### config.mk
export PLATFORM = sky130hd
export DESIGN_NAME = instr_fetch_flat
export DESIGN_NICKNAME = d
export VERILOG_FILES = /design/src/rtl/instr_fetch_pkg.sv /design/src/rtl/instr_fetch_if.sv /design/src/rtl/instr_fetch_branch_resolve.sv /design/src/rtl/instr_fetch.sv /design/src/flat_wrapper.sv
export SDC_FILE = /design/constraint.sdc
export NUM_CORES = 1
export LEC_CHECK = 0
export ABC_AREA = 1
export BUFFER_PORTS_ARGS = -buffer_cell sky130_fd_sc_hd__buf_2
export CAP_MARGIN = 20
export CORE_MARGIN = 1
export CORE_UTILIZATION = 30
export DETAILED_ROUTE_END_ITERATION = 10
export HOLD_SLACK_MARGIN = 0.15
export SYNTH_ARGS = -nofsm -noshare
export SYNTH_HDL_FRONTEND = slang
export SYNTH_HIERARCHICAL = 1
export SYNTH_SLANG_ARGS = --single-unit
### constraint.sdc
create_clock -name clk -period 3.15 [get_ports clk]
set_input_delay 0.4725 -clock clk [delete_from_list [all_inputs] [get_ports clk]]
set_output_delay 0.4725 -clock clk [all_outputs]
set_load 0.005 [all_outputs]
### src/rtl/instr_fetch_pkg.sv
// Shared definitions for the instruction fetch stage: the NOP encoding,
// the branch/jump kind encodings that ID sends on jorB, and the FSM states.
package instr_fetch_pkg;

  localparam logic [15:0] NOP = 16'h0800;

  typedef enum logic [1:0] {
    JB_B    = 2'b00,
    JB_JR   = 2'b01,
    JB_BEQZ = 2'b10,
    JB_BNEZ = 2'b11
  } jorb_t;

  typedef enum logic {
    S_FETCH = 1'b0,
    S_HOLD  = 1'b1
  } state_t;

endpackage

### src/rtl/instr_fetch_if.sv
// Instruction memory bus: the fetch stage drives address/request, the
// memory returns the word together with a one-cycle acknowledge.
interface instr_fetch_if;

  logic [15:0] imemAddr;
  logic        imemReq;
  logic [15:0] imemData;
  logic        imemAck;

  modport master (output imemAddr, imemReq, input imemData, imemAck);
  modport slave  (input imemAddr, imemReq, output imemData, imemAck);

endinterface

### src/rtl/instr_fetch_branch_resolve.sv
// Branch resolution for the instruction sitting in ID: decides whether the
// redirect is taken and where it goes. Purely combinational.
module branch_resolve
  import instr_fetch_pkg::*;
(
  input  logic        instr_valid,
  input  logic        if_jump,
  input  logic [1:0]  jor_b,
  input  logic [15:0] imm_num,
  input  logic [15:0] reg_data,
  input  logic [15:0] instr_pc,
  output logic        taken,
  output logic [15:0] target
);

  logic cond;

  // Condition per branch kind; if_jump is active-low as ID produces it.
  always_comb begin
    cond = 1'b0;
    case (jor_b)
      JB_B, JB_JR: cond = 1'b1;
      JB_BEQZ:     cond = (reg_data == 16'h0000);
      JB_BNEZ:     cond = (reg_data != 16'h0000);
      default:     cond = 1'b0;
    endcase
    taken  = instr_valid && !if_jump && cond;
    target = (jor_b == JB_JR) ? reg_data : instr_pc + imm_num;
  end

endmodule

### src/rtl/instr_fetch.sv
// Instruction fetch stage with one architectural delay slot. A redirect
// resolved while the delay-slot fetch is still outstanding is parked in
// pend_target and applied once that word arrives. A word acknowledged
// during a stall is parked in hold_reg so it is never refetched.
module instr_fetch
  import instr_fetch_pkg::*;
#(
  parameter logic [15:0] RESET_PC = 16'h0000
) (
  input  logic              clk,
  input  logic              rst,
  input  logic              stall,
  input  logic              ifJump,
  input  logic [1:0]        jorB,
  input  logic [15:0]       immNum,
  input  logic [15:0]       regData,
  instr_fetch_if.master     imem,
  output logic [15:0]       instr,
  output logic [15:0]       instrPC,
  output logic              instrValid
);

  state_t      state;
  logic [15:0] pc;
  logic [15:0] pend_target;
  logic        pending;
  logic [15:0] hold_reg;
  logic        req;

  logic        taken;
  logic [15:0] target;
  logic [15:0] pc_inc;
  logic [15:0] next_pc;

  branch_resolve u_branch_resolve (
    .instr_valid (instrValid),
    .if_jump     (ifJump),
    .jor_b       (jorB),
    .imm_num     (immNum),
    .reg_data    (regData),
    .instr_pc    (instrPC),
    .taken       (taken),
    .target      (target)
  );

  assign pc_inc  = pc + 16'd1;
  assign next_pc = pending ? pend_target : (taken ? target : pc_inc);

  assign imem.imemAddr = pc;
  assign imem.imemReq  = req;

  // Fetch FSM, PC, redirect bookkeeping and IF/ID latch.
  always_ff @(posedge clk or posedge rst) begin
    if (rst) begin
      state       <= S_FETCH;
      req         <= 1'b1;
      pc          <= RESET_PC;
      pend_target <= 16'h0000;
      pending     <= 1'b0;
      hold_reg    <= 16'h0000;
      instr       <= NOP;
      instrPC     <= 16'h0000;
      instrValid  <= 1'b0;
    end else begin
      case (state)
        S_FETCH: begin
          if (!stall && imem.imemAck) begin
            instr      <= imem.imemData;
            instrPC    <= pc_inc;
            instrValid <= 1'b1;
            pc         <= next_pc;
            pending    <= 1'b0;
          end else if (!stall) begin
            instr      <= NOP;
            instrValid <= 1'b0;
            if (taken) begin
              pend_target <= target;
              pending     <= 1'b1;
            end
          end else if (imem.imemAck) begin
            hold_reg <= imem.imemData;
            state    <= S_HOLD;
            req      <= 1'b0;
          end
        end
        S_HOLD: begin
          if (!stall) begin
            instr      <= hold_reg;
            instrPC    <= pc_inc;
            instrValid <= 1'b1;
            pc         <= next_pc;
            pending    <= 1'b0;
            state      <= S_FETCH;
            req        <= 1'b1;
          end
        end
        default: begin
          state <= S_FETCH;
          req   <= 1'b1;
        end
      endcase
    end
  end

endmodule
### src/flat_wrapper.sv
// flat-port wrapper written by rule: the top's interface ports become plain ports
module instr_fetch_flat import instr_fetch_pkg::*;
#(
  parameter logic [15:0] RESET_PC = 16'h0000
)
  (clk, rst, stall, ifJump, jorB, immNum, regData, instr, instrPC, instrValid, imem_imemAddr, imem_imemReq, imem_imemData, imem_imemAck);
  instr_fetch_if imem_i ();
  input  logic clk;
  input  logic rst;
  input  logic stall;
  input  logic ifJump;
  input  logic [1:0] jorB;
  input  logic [15:0] immNum;
  input  logic [15:0] regData;
  output logic [15:0] instr;
  output logic [15:0] instrPC;
  output logic instrValid;
  output wire logic [$bits(imem_i.imemAddr)-1:0] imem_imemAddr;
  output wire logic [$bits(imem_i.imemReq)-1:0] imem_imemReq;
  input wire logic [$bits(imem_i.imemData)-1:0] imem_imemData;
  input wire logic [$bits(imem_i.imemAck)-1:0] imem_imemAck;
  assign imem_imemAddr = imem_i.imemAddr;
  assign imem_imemReq = imem_i.imemReq;
  assign imem_i.imemData = imem_imemData;
  assign imem_i.imemAck = imem_imemAck;
  instr_fetch #(.RESET_PC(RESET_PC)) u_core (.clk(clk), .rst(rst), .stall(stall), .ifJump(ifJump), .jorB(jorB), .immNum(immNum), .regData(regData), .imem(imem_i), .instr(instr), .instrPC(instrPC), .instrValid(instrValid));
endmodule
==> results.md, run 1 <==
- Post-CTS setup buffers: 0
- CTS Sinks: 84
- Synth warn: 6
- Post-route cell area: 6230 µm²
- Largest net degree at the start of global routing: 50
- Drt pass-1 iters: 5
- Fin crit share: 69.8%
- Vias per inst: 4.67
- HPWL after DPL: 10600 µm
- Synthesis-to-finish area growth: 19.2%
- CP dominant cell by count: nand2_1
- WL/cell: 13.6 µm
- Synth Register Bits: 84
- TritonCTS clock tree: yes
- Worst slew margin relative to its limit: 29.7%
- CTS H-tree depth: 3
- Crit path required time: 3.39 ns
- Reg2Reg Launch Point: u_core/instrPC[0]
- Crit-path cells: ha_1, fa_1, nand2_1, nand2_1, nand3_1, nand2_1, or2_0, nand3_1, o21ai_1, a21oi_1, nand2_1, nand2_1, nand2_1
- VDD IR max: 0.000326 V
- Share of layout cells above drive strength 1: 20.8%
- CP max stage cell: dfrtp_1
- First-pass GRT wire length: 22800 µm
- Die Height: 134 µm
- RSZ-0062 raised after global routing: no
- Clock Tree Buf Depth: 2
- Post_cts resized: 0
- First DRT Iteration DRCs: 197
- CTS Root Cell: clkbuf_16
- Final setup vio count: 0
- Final worst slack: 0.951 ns
- Worst EP arrival: 2.44 ns
- Slew Limit Fails: 0
- Final #Nets: 880
- Multi-input gate area: 2650 µm²
- Setup Crit Path Kind: reg -> reg
- Avg Cell Area, Syn: 7.37 µm²
- Status: finished clean
- Vias in the first global route: 4508
- Leak: 3.28 nW
- # diodes: 0
- Post-Layout Cell Count: 1031
- Crit path largest cell delay: 0.40 ns
- Core area: 16800 µm²
- Nature of the critical path endpoint: register
- # IOs: 105
- Filler Cells Inserted: 1798
- Total GRT Usage: 16.2%
- Die ar.: 17900 µm²
- FF+latch area: 2100 µm²
- Via count: 4811
- Max_cap viols: 0
- CP startpoint kind: register
- Net count after synthesis: 782
- IO Port Bufs: 104
- Grt ovf: 0
- Initial core utilization: 31.2%
- Hold WC Path Type: in -> async
- Most frequent cells in the layout: nand2_1, buf_2, inv_1
- Final WL: 14100 µm
- Most common cell after layout, fill and taps aside: nand2_1
- Placed cells: 1015
- Routability cong.: 0.888
- Hold buffers post-CTS: 0
- Clk_skew: 0.00701 ns
- Synth Instances: 708
- Final Hold Fails: 0
- Minimum clock period: 2.20 ns
- Clock transition at path regs: 0.06 ns
- Initial antenna violation count: 0
- Total CTS buffers: 9
- Routed Antenna Nets: 0
- Remaining DRCs: 0
- Fmax achieved: 0.455 GHz
- Worst-Skew Late Latency: 0.34 ns
- Pin slew with the least headroom to its limit: 1.05 ns
- CP max FO: 4
- Die width: 134 µm
- Dpl cell area: 5950 µm²
- Synth Cell Area: 5220 µm²
- Dpl ws: 0.664 ns
- Power Dens Cells: 784 nW/µm²
- Rows: 47
- Setup crit start: u_core/instrPC[0]
- Number of distinct library cells after synthesis: 39
- Pwr Total: 0.00488 W
- Seq/Total Area, Yosys: 40.3%
- Fin Setup TNS: 0 ns
-- power breakdown --
part           internal (W)  leakage [nW]  total [W]  switching (W)
logic              0.000835          2.15    0.00207        0.00124
clock network      0.000615         0.135    0.00103       0.000414
registers           0.00143         0.994    0.00178       0.000346
-- kinds of logic after synthesis --
logic type,share of synthesized area (%)
compound gates,12.1
xor+xnor,1.34
fa+ha+maj,4.70
buf+inv,8.99
flops,40.3
mux,3.67
simple gates,28.9
-- cell usage after synthesis --
| library cell | count | area (µm²) |
|---|---|---|
| or2_1 | 3 | 18.8 |
| a31oi_1 | 22 | 138 |
| xnor2_1 | 5 | 43.8 |
| dfrtp_1 | 82 | 2050 |
| nor2_2 | 3 | 18.8 |
| nor2_4 | 2 | 22.5 |
| nand2_2 | 4 | 25.0 |
| buf_2 | 9 | 45.0 |
| mux2_2 | 17 | 191 |
| o22ai_2 | 1 | 12.5 |
| nor2_8 | 1 | 20.0 |
| buf_4 | 2 | 15.0 |
| fa_1 | 1 | 20.0 |
| o221ai_1 | 1 | 8.76 |
| nor2_1 | 73 | 274 |
| clkbuf_1 | 9 | 33.8 |
| o21ai_0 | 27 | 135 |
| nand3b_1 | 2 | 15.0 |
| a21oi_1 | 49 | 245 |
| a211oi_1 | 1 | 7.51 |
| xor2_1 | 3 | 26.3 |
| inv_2 | 4 | 15.0 |
| or2_0 | 2 | 12.5 |
| buf_6 | 4 | 45.0 |
| dfstp_2 | 2 | 52.6 |
| and2_2 | 1 | 7.51 |
| o21ai_1 | 6 | 30.0 |
| nand3_1 | 33 | 165 |
| and2_4 | 1 | 8.76 |
| nand2_1 | 216 | 811 |
| o21ai_2 | 1 | 8.76 |
| nor3_2 | 3 | 30.0 |
| ha_1 | 18 | 225 |
| o31ai_1 | 1 | 7.51 |
| o22ai_1 | 4 | 25.0 |
| nand4_1 | 6 | 37.5 |
| a21oi_4 | 1 | 16.3 |
| nand3_2 | 4 | 40.0 |
| inv_1 | 84 | 315 |
-- through the flow --
stage               hold WS [ns]  utilization, %
global placement           0.463            35.5
finish                     0.199            37.1
CTS                        0.229            37.1
detailed placement         0.465            35.5
floorplan                  0.453               -
global route               0.263            37.1
-- critical path: cells and delay by family (launching register included) --
family | cells | cell delay, ns
adder cells (fa/ha/maj) | 2 | 0.59
AND/OR/NAND/NOR | 9 | 0.82
flip-flops | 1 | 0.40
AO/OA/AOI/OAI | 2 | 0.28
-- final timing paths --
check | endpoint | slack [ns] | depth (start not counted)
worst max-delay path | u_core/imem.imemAddr[6] | 0.95 | 13
worst min-delay path | u_core/hold_reg[7] | 0.20 | 2
worst max register to register | u_core/imem.imemAddr[6] | 0.95 | 13
worst min register to register | u_core/instr[11] | 0.47 | 2
max in group asynchronous | u_core/instrPC[3] | 2.28 | 3
min in group clk | u_core/hold_reg[15] | 0.37 | 2
-- layout make-up --
cell class / count / share of cell area, %
well taps: 220 / 4.42
clock buffers: 14 / 3.92
multi-input cells: 512 / 42.6
inverters: 88 / 5.33
repair buffers: 111 / 9.41
flip-flops and latches: 84 / 33.8
clock inverters: 2 / 0.563
-- layer usage --
metal  share of wire (%)  GRT usage, %
met5                   0             0
met4                 2.0          6.69
met3                 7.0          3.59
met2                  45          26.1
met1                  46          21.0
No activity file was read; power rests on OpenSTA's default activity.
==> run 2: changes to the inputs <==
==> constraint.sdc (replaced) <==
create_clock -name clk -period 2.2 [get_ports clk]
set_input_delay 0.33 -clock clk [delete_from_list [all_inputs] [get_ports clk]]
set_output_delay 0.33 -clock clk [all_outputs]
set_load 0.005 [all_outputs]
==> results.md, run 2 (same netlist as run 1, synthesis figures left out) <==
- Initial core utilization: 31.2%
- Die Height: 134 µm
- Worst hold path depth: 2
- Routed Antenna Nets: 0
- Via count: 4862
- Grt ovf: 0
- Hold WC Path Type: in -> reg
- Final WL: 14300 µm
- Most common cell after layout, fill and taps aside: nand2_1
- IO Port Bufs: 104
- CP max FO: 5
- CTS Root Cell: clkbuf_16
- Crit path required time: 2.47 ns
- Largest net degree at the start of global routing: 37
- Pin slew with the least headroom to its limit: 0.562 ns
- Die ar.: 17900 µm²
- Vias per inst: 4.65
- Total CTS buffers: 9
- Rows: 47
- Fin crit share: 93.5%
- Dpl ws: 0.0102 ns
- Setup crit start: u_core/instrPC[6]
- Power Dens Cells: 1130 nW/µm²
- CP startpoint kind: register
- Dpl cell area: 6070 µm²
- Worst slew margin relative to its limit: 62.5%
- Drt pass-1 iters: 5
- Share of layout cells above drive strength 1: 24.4%
- Worst EP arrival: 2.33 ns
- Final setup vio count: 0
- WL/cell: 13.7 µm
- Most frequent cells in the layout: nand2_1, buf_2, inv_1
- # IOs: 105
- Hold Crit Start: imem_imemData[10]
- Post-route cell area: 6480 µm²
- Slew Limit Fails: 0
- # diodes: 0
- Fmax achieved: 0.486 GHz
- VDD IR max: 0.000485 V
- Die width: 134 µm
- CTS Sinks: 84
- HPWL after DPL: 10800 µm
- First-pass GRT wire length: 23300 µm
- First DRT Iteration DRCs: 197
- Clock transition at path regs: 0.06 ns
- Clk_skew: 0.00846 ns
- Remaining DRCs: 0
- Routability cong.: 0.886
- Vias in the first global route: 4607
- Minimum clock period: 2.06 ns
- TritonCTS clock tree: yes
- Status: finished clean
- Leak: 3.38 nW
- Worst-Skew Late Latency: 0.35 ns
- Clock Tree Buf Depth: 2
- Filler Cells Inserted: 1770
- Reg2Reg Launch Point: u_core/instrPC[6]
- CTS H-tree depth: 3
- Final #Nets: 894
- Final Hold Fails: 0
- Nature of the critical path endpoint: register
- Final worst slack: 0.143 ns
- Total GRT Usage: 16.6%
- Register-to-Register Path Depth: 14
- Initial antenna violation count: 0
- Max_cap viols: 0
- Synthesis-to-finish area growth: 24.1%
- Core area: 16800 µm²
- RSZ-0062 raised after global routing: yes
- Setup Crit Path Kind: reg -> reg
==> run 2: cell types whose count changed in the layout (fill, tap and decap cells not counted), sizes merged <==
cell         change
buf             +13
clkinv           -1
clkinvlp         +1
dlygate4sd3      +1
clkbuf           -1
inv              +1
==> run 2: what timing repair did <==
action                                  in CTS  in global routing
gates resized for setup                      0                 16
hold endpoints to repair                    19                  0
setup buffers                                0                  3
hold buffers                                 1                  0
endpoints found under the setup margin       0                 12
==> run 2: critical path, stage by stage (launching register included) <==
cell and delay (ns):
dfrtp_1 0.40, ha_1 0.35, nand2_1 0.13, inv_2 0.07, a21oi_4 0.14, nand2_2 0.10, nand2_1 0.09, nand2_1 0.05
nand2_1 0.05, nand3_1 0.07, nand2_1 0.16, inv_1 0.07, a21oi_1 0.12, nand2_1 0.07, a21oi_1 0.11
==> run 2: layout make-up <==
| cell class | instances | area (µm²) | area share, % |
|---|---|---|---|
| clock buffer | 13 | 260 | 4.02 |
| clock inverter | 3 | 43.8 | 0.676 |
| tap | 220 | 275 | 4.25 |
| sequential | 84 | 2100 | 32.5 |
| timing repair buffer | 125 | 743 | 11.5 |
| multi-input combinational | 512 | 2720 | 42.0 |
| inverter | 88 | 334 | 5.16 |
==> run 2: final timing paths <==
| path | endpoint | slack [ns] |
|---|---|---|
| max in group asynchronous | u_core/pend_target[11] | 1.05 |
| max reg2reg | u_core/imem.imemAddr[15] | 0.14 |
| max | u_core/imem.imemAddr[15] | 0.14 |
| min in group asynchronous | u_core/instr[12] | 0.58 |
| min | u_core/hold_reg[10] | 0.23 |
| min reg2reg | u_core/instr[11] | 0.47 |
==> run 2: per-layer routing <==
metal	track usage, %	up-vias	wire, µm
met1	21.7	2210	6730
met5	0	-	0
met3	3.36	17	834
li1	-	2499	-
met4	5.74	0	218
met2	27.1	136	6550
==> run 2: through the flow <==
step | TNS [ns] | hold WS (ns) | instances | power (W) | util (%)
2_1_floorplan | 0 | 0.453 | 708 | 0.00453 | -
3_3_place_gp | 0 | 0.422 | 1025 | 0.00559 | 36.2
3_5_place_dp | 0 | 0.421 | 1025 | 0.00563 | 36.2
4_1_cts | 0 | 0.220 | 1042 | 0.00724 | 38.1
5_1_grt | -0.0177 | 0.230 | 1045 | 0.00794 | 38.7
6_report | 0 | 0.232 | 1045 | 0.00731 | 38.7
==> run 2: where the power goes <==
part           switching, W  total (W)  internal (W)
logic               0.00186    0.00321       0.00135
registers          0.000492    0.00254       0.00205
clock network      0.000616    0.00156      0.000945
==> run 3: changes to the inputs <==
--- a/config.mk
+++ b/config.mk
@@ -5,7 +5,6 @@
 export SDC_FILE = /design/constraint.sdc
 export NUM_CORES = 1
 export LEC_CHECK = 0
-export ABC_AREA = 1
 export BUFFER_PORTS_ARGS = -buffer_cell sky130_fd_sc_hd__buf_2
 export CAP_MARGIN = 20
 export CORE_MARGIN = 1
==> results.md, run 3 <==
- Status: complete, but fails checks
- Failing checks: negative setup slack
- Setup Crit Path Kind: reg -> reg
- WL/cell: 16.8 µm
- Die ar.: 17000 µm²
- R2R setup slack: -0.32 ns
- Synth area leader: dfrtp_1
- Vias per inst: 5.16
- Most frequent cells in the layout: buf_2, buf_4, dfrtp_1
- Rows: 46
- Initial core utilization: 30.9%
- Commonest cells in the netlist: dfrtp_1, nand2_1, o21ai_0, a21oi_1
- Fin crit share: 115%
- Fmax achieved: 0.396 GHz
- Routability cong.: 0.871
- Final worst slack: -0.322 ns
- Net count after synthesis: 607
- Worst hold margin: 0.222 ns
- Pwr Total: 0.00849 W
- Share of layout cells above drive strength 1: 41.7%
- Clock transition at path regs: 0.07 ns
- VDD IR max: 0.000491 V
- Leak: 3.17 nW
- Minimum clock period: 2.52 ns
- Top cell type's share of synthesized area: 41.6%
- Routed Antenna Nets: 0
- Clock Tree Buf Depth: 2
- TritonCTS clock tree: yes
- Avg Cell Area, Syn: 9.25 µm²
- Synth Cell Area: 4930 µm²
- Core area: 15900 µm²
- Count leader, synth: dfrtp_1
- Die width: 130 µm
- CTS Root Cell: clkbuf_16
- Total CTS buffers: 9
- # diodes: 0
- Synth Register Bits: 84
- Synth warn: 6
- CP max stage cell: dfrtp_1
- Synthesis-to-finish area growth: 42.8%
- Remaining DRCs: 0
- Nature of the critical path endpoint: register
- CP max FO: 5
- Utilization after layout: 44.2%
- Seq/Total Area, Yosys: 42.7%
- First DRT Iteration DRCs: 294
- Crit-path cells: ha_4, fa_2, a21o_1, a221oi_4, buf_6, o21ai_0, xnor2_1, a21oi_1, a222oi_1, o2bb2ai_1
- CTS Sinks: 84
- Main synth FF type: dfrtp_1
- Post-Layout Cell Count: 935
- Post-synth EDFFs: 0
- Clk_skew: 0.00662 ns
- Vias in the first global route: 4732
- HPWL after DPL: 11400 µm
- Pin slew with the least headroom to its limit: 0.653 ns
- Crit path required time: 2.43 ns
- Worst slew margin relative to its limit: 56.5%
- Worst EP arrival: 2.75 ns
- Slew Limit Fails: 0
- IO Port Bufs: 104
- Most area-consuming cells after synthesis: dfrtp_1, mux2_2, nand2_1
- Synth Instances: 533
- Total GRT Usage: 19.2%
- First-pass GRT wire length: 24800 µm
- CTS H-tree depth: 3
- Final WL: 15700 µm
- Crit path largest cell delay: 0.42 ns
- Die Height: 130 µm
- Via count: 4821
- Placed cells: 908
- Max_cap viols: 0
- Grt ovf: 0
- Worst-Skew Late Latency: 0.35 ns
- Async SR Flop Fraction: 100%
- Hold WC Path Type: in -> reg
- Final #Nets: 788
- Initial antenna violation count: 0
- CP startpoint kind: register
- # IOs: 105
- Final Hold Fails: 0
- Most common cell after layout, fill and taps aside: buf_2
- Final setup vio count: 17
- Number of distinct library cells after synthesis: 51
- RSZ-0062 raised after global routing: yes
- Power Dens Cells: 1210 nW/µm²
- Drt pass-1 iters: 4
- Largest net degree at the start of global routing: 50
- Dpl ws: -0.444 ns
## run 3: changes by cell type in the layout (fill, tap and decap cells not counted), sizes merged, moves of 10 or more
cell / change
nand2: -143
buf: +72
inv: -72
nor2: -48
nand3: -29
a31oi: -20
a22oi: +16
o21ai: +15
mux2: +14
a21oi: -12
nor4: +10
## run 3: metrics by stage
step | area, µm² | TNS, ns
detailed placement | 6360 | -8.42
finish | 7040 | -2.95
floorplan | 5040 | -1.91
CTS | 6910 | -1.59
global route | 7040 | -5.40
global placement | 6360 | -6.75
## run 3: cell type report
cell class / instances / area, µm²
clock inverters: 6 / 87.6
clock buffers: 10 / 239
well taps: 216 / 270
fillers: 1551 / 8900
inverters: 17 / 70.1
multi-input cells: 405 / 3000
repair buffers: 197 / 1270
flip-flops and latches: 84 / 2110
## run 3: per-layer routing
| layer | vias up | track usage, % | share of wire, % | routed length [µm] |
|---|---|---|---|---|
| li1 | 2298 | - | - | - |
| met1 | 2336 | 25.0 | 46 | 7190 |
| met2 | 170 | 30.9 | 46 | 7260 |
| met3 | 17 | 5.33 | 6.8 | 1060 |
| met4 | 0 | 5.34 | 1.2 | 191 |
| met5 | - | 0 | 0 | 0 |
## run 3: power by group
part	switching [W]	internal (W)	total [W]
Combinational	0.00204	0.00220	0.00424
Clock	0.000658	0.00102	0.00168
Sequential	0.000510	0.00207	0.00257
Total	0.00321	0.00528	0.00849
## run 3: path summary, 6_finish.rpt
kind,start,endpoint,cells after the start
max reg2reg,u_core/instrPC[0],u_core/imem.imemAddr[8],10
min in group asynchronous,rst,u_core/hold_reg[6],3
min,imem_imemData[4],u_core/hold_reg[4],2
max in group asynchronous,rst,u_core/instrPC[1],4
max,u_core/instrPC[0],u_core/imem.imemAddr[8],10
min reg2reg,u_core/instr[11],u_core/instr[11],2
## run 3: critical path: cells and delay by family, from the launching register on
family / cells / cell delay [ns]
adders and majority gates: 2 / 0.52
buffers and inverters: 1 / 0.15
xor gates and xnor gates: 1 / 0.15
DFF: 1 / 0.42
AOI/OAI and AO/OA: 6 / 1.15
## run 3: cells by family (layout without fill, tap and decap cells)
kind of cell	Yosys count	in the layout	share of synthesized area, %
AOI/OAI and AO/OA	165	165	21.5
and+or+nand+nor	164	164	15.6
DFF	84	84	42.7
buffers and inverters	44	230	3.50
muxes	36	36	8.09
xor gates and xnor gates	21	21	3.73
adders and majority gates	19	19	4.97
## run 3: what timing repair did
action / 4_1_cts / 5_1_grt
cloned: 0 / 0
pin swaps: 26 / 23
hold endpoints to repair: 26 / 0
buffers inserted: 4 / 7
resized for setup: 34 / 22
hold buffers: 1 / 0
endpoints found under the setup margin: 23 / 27
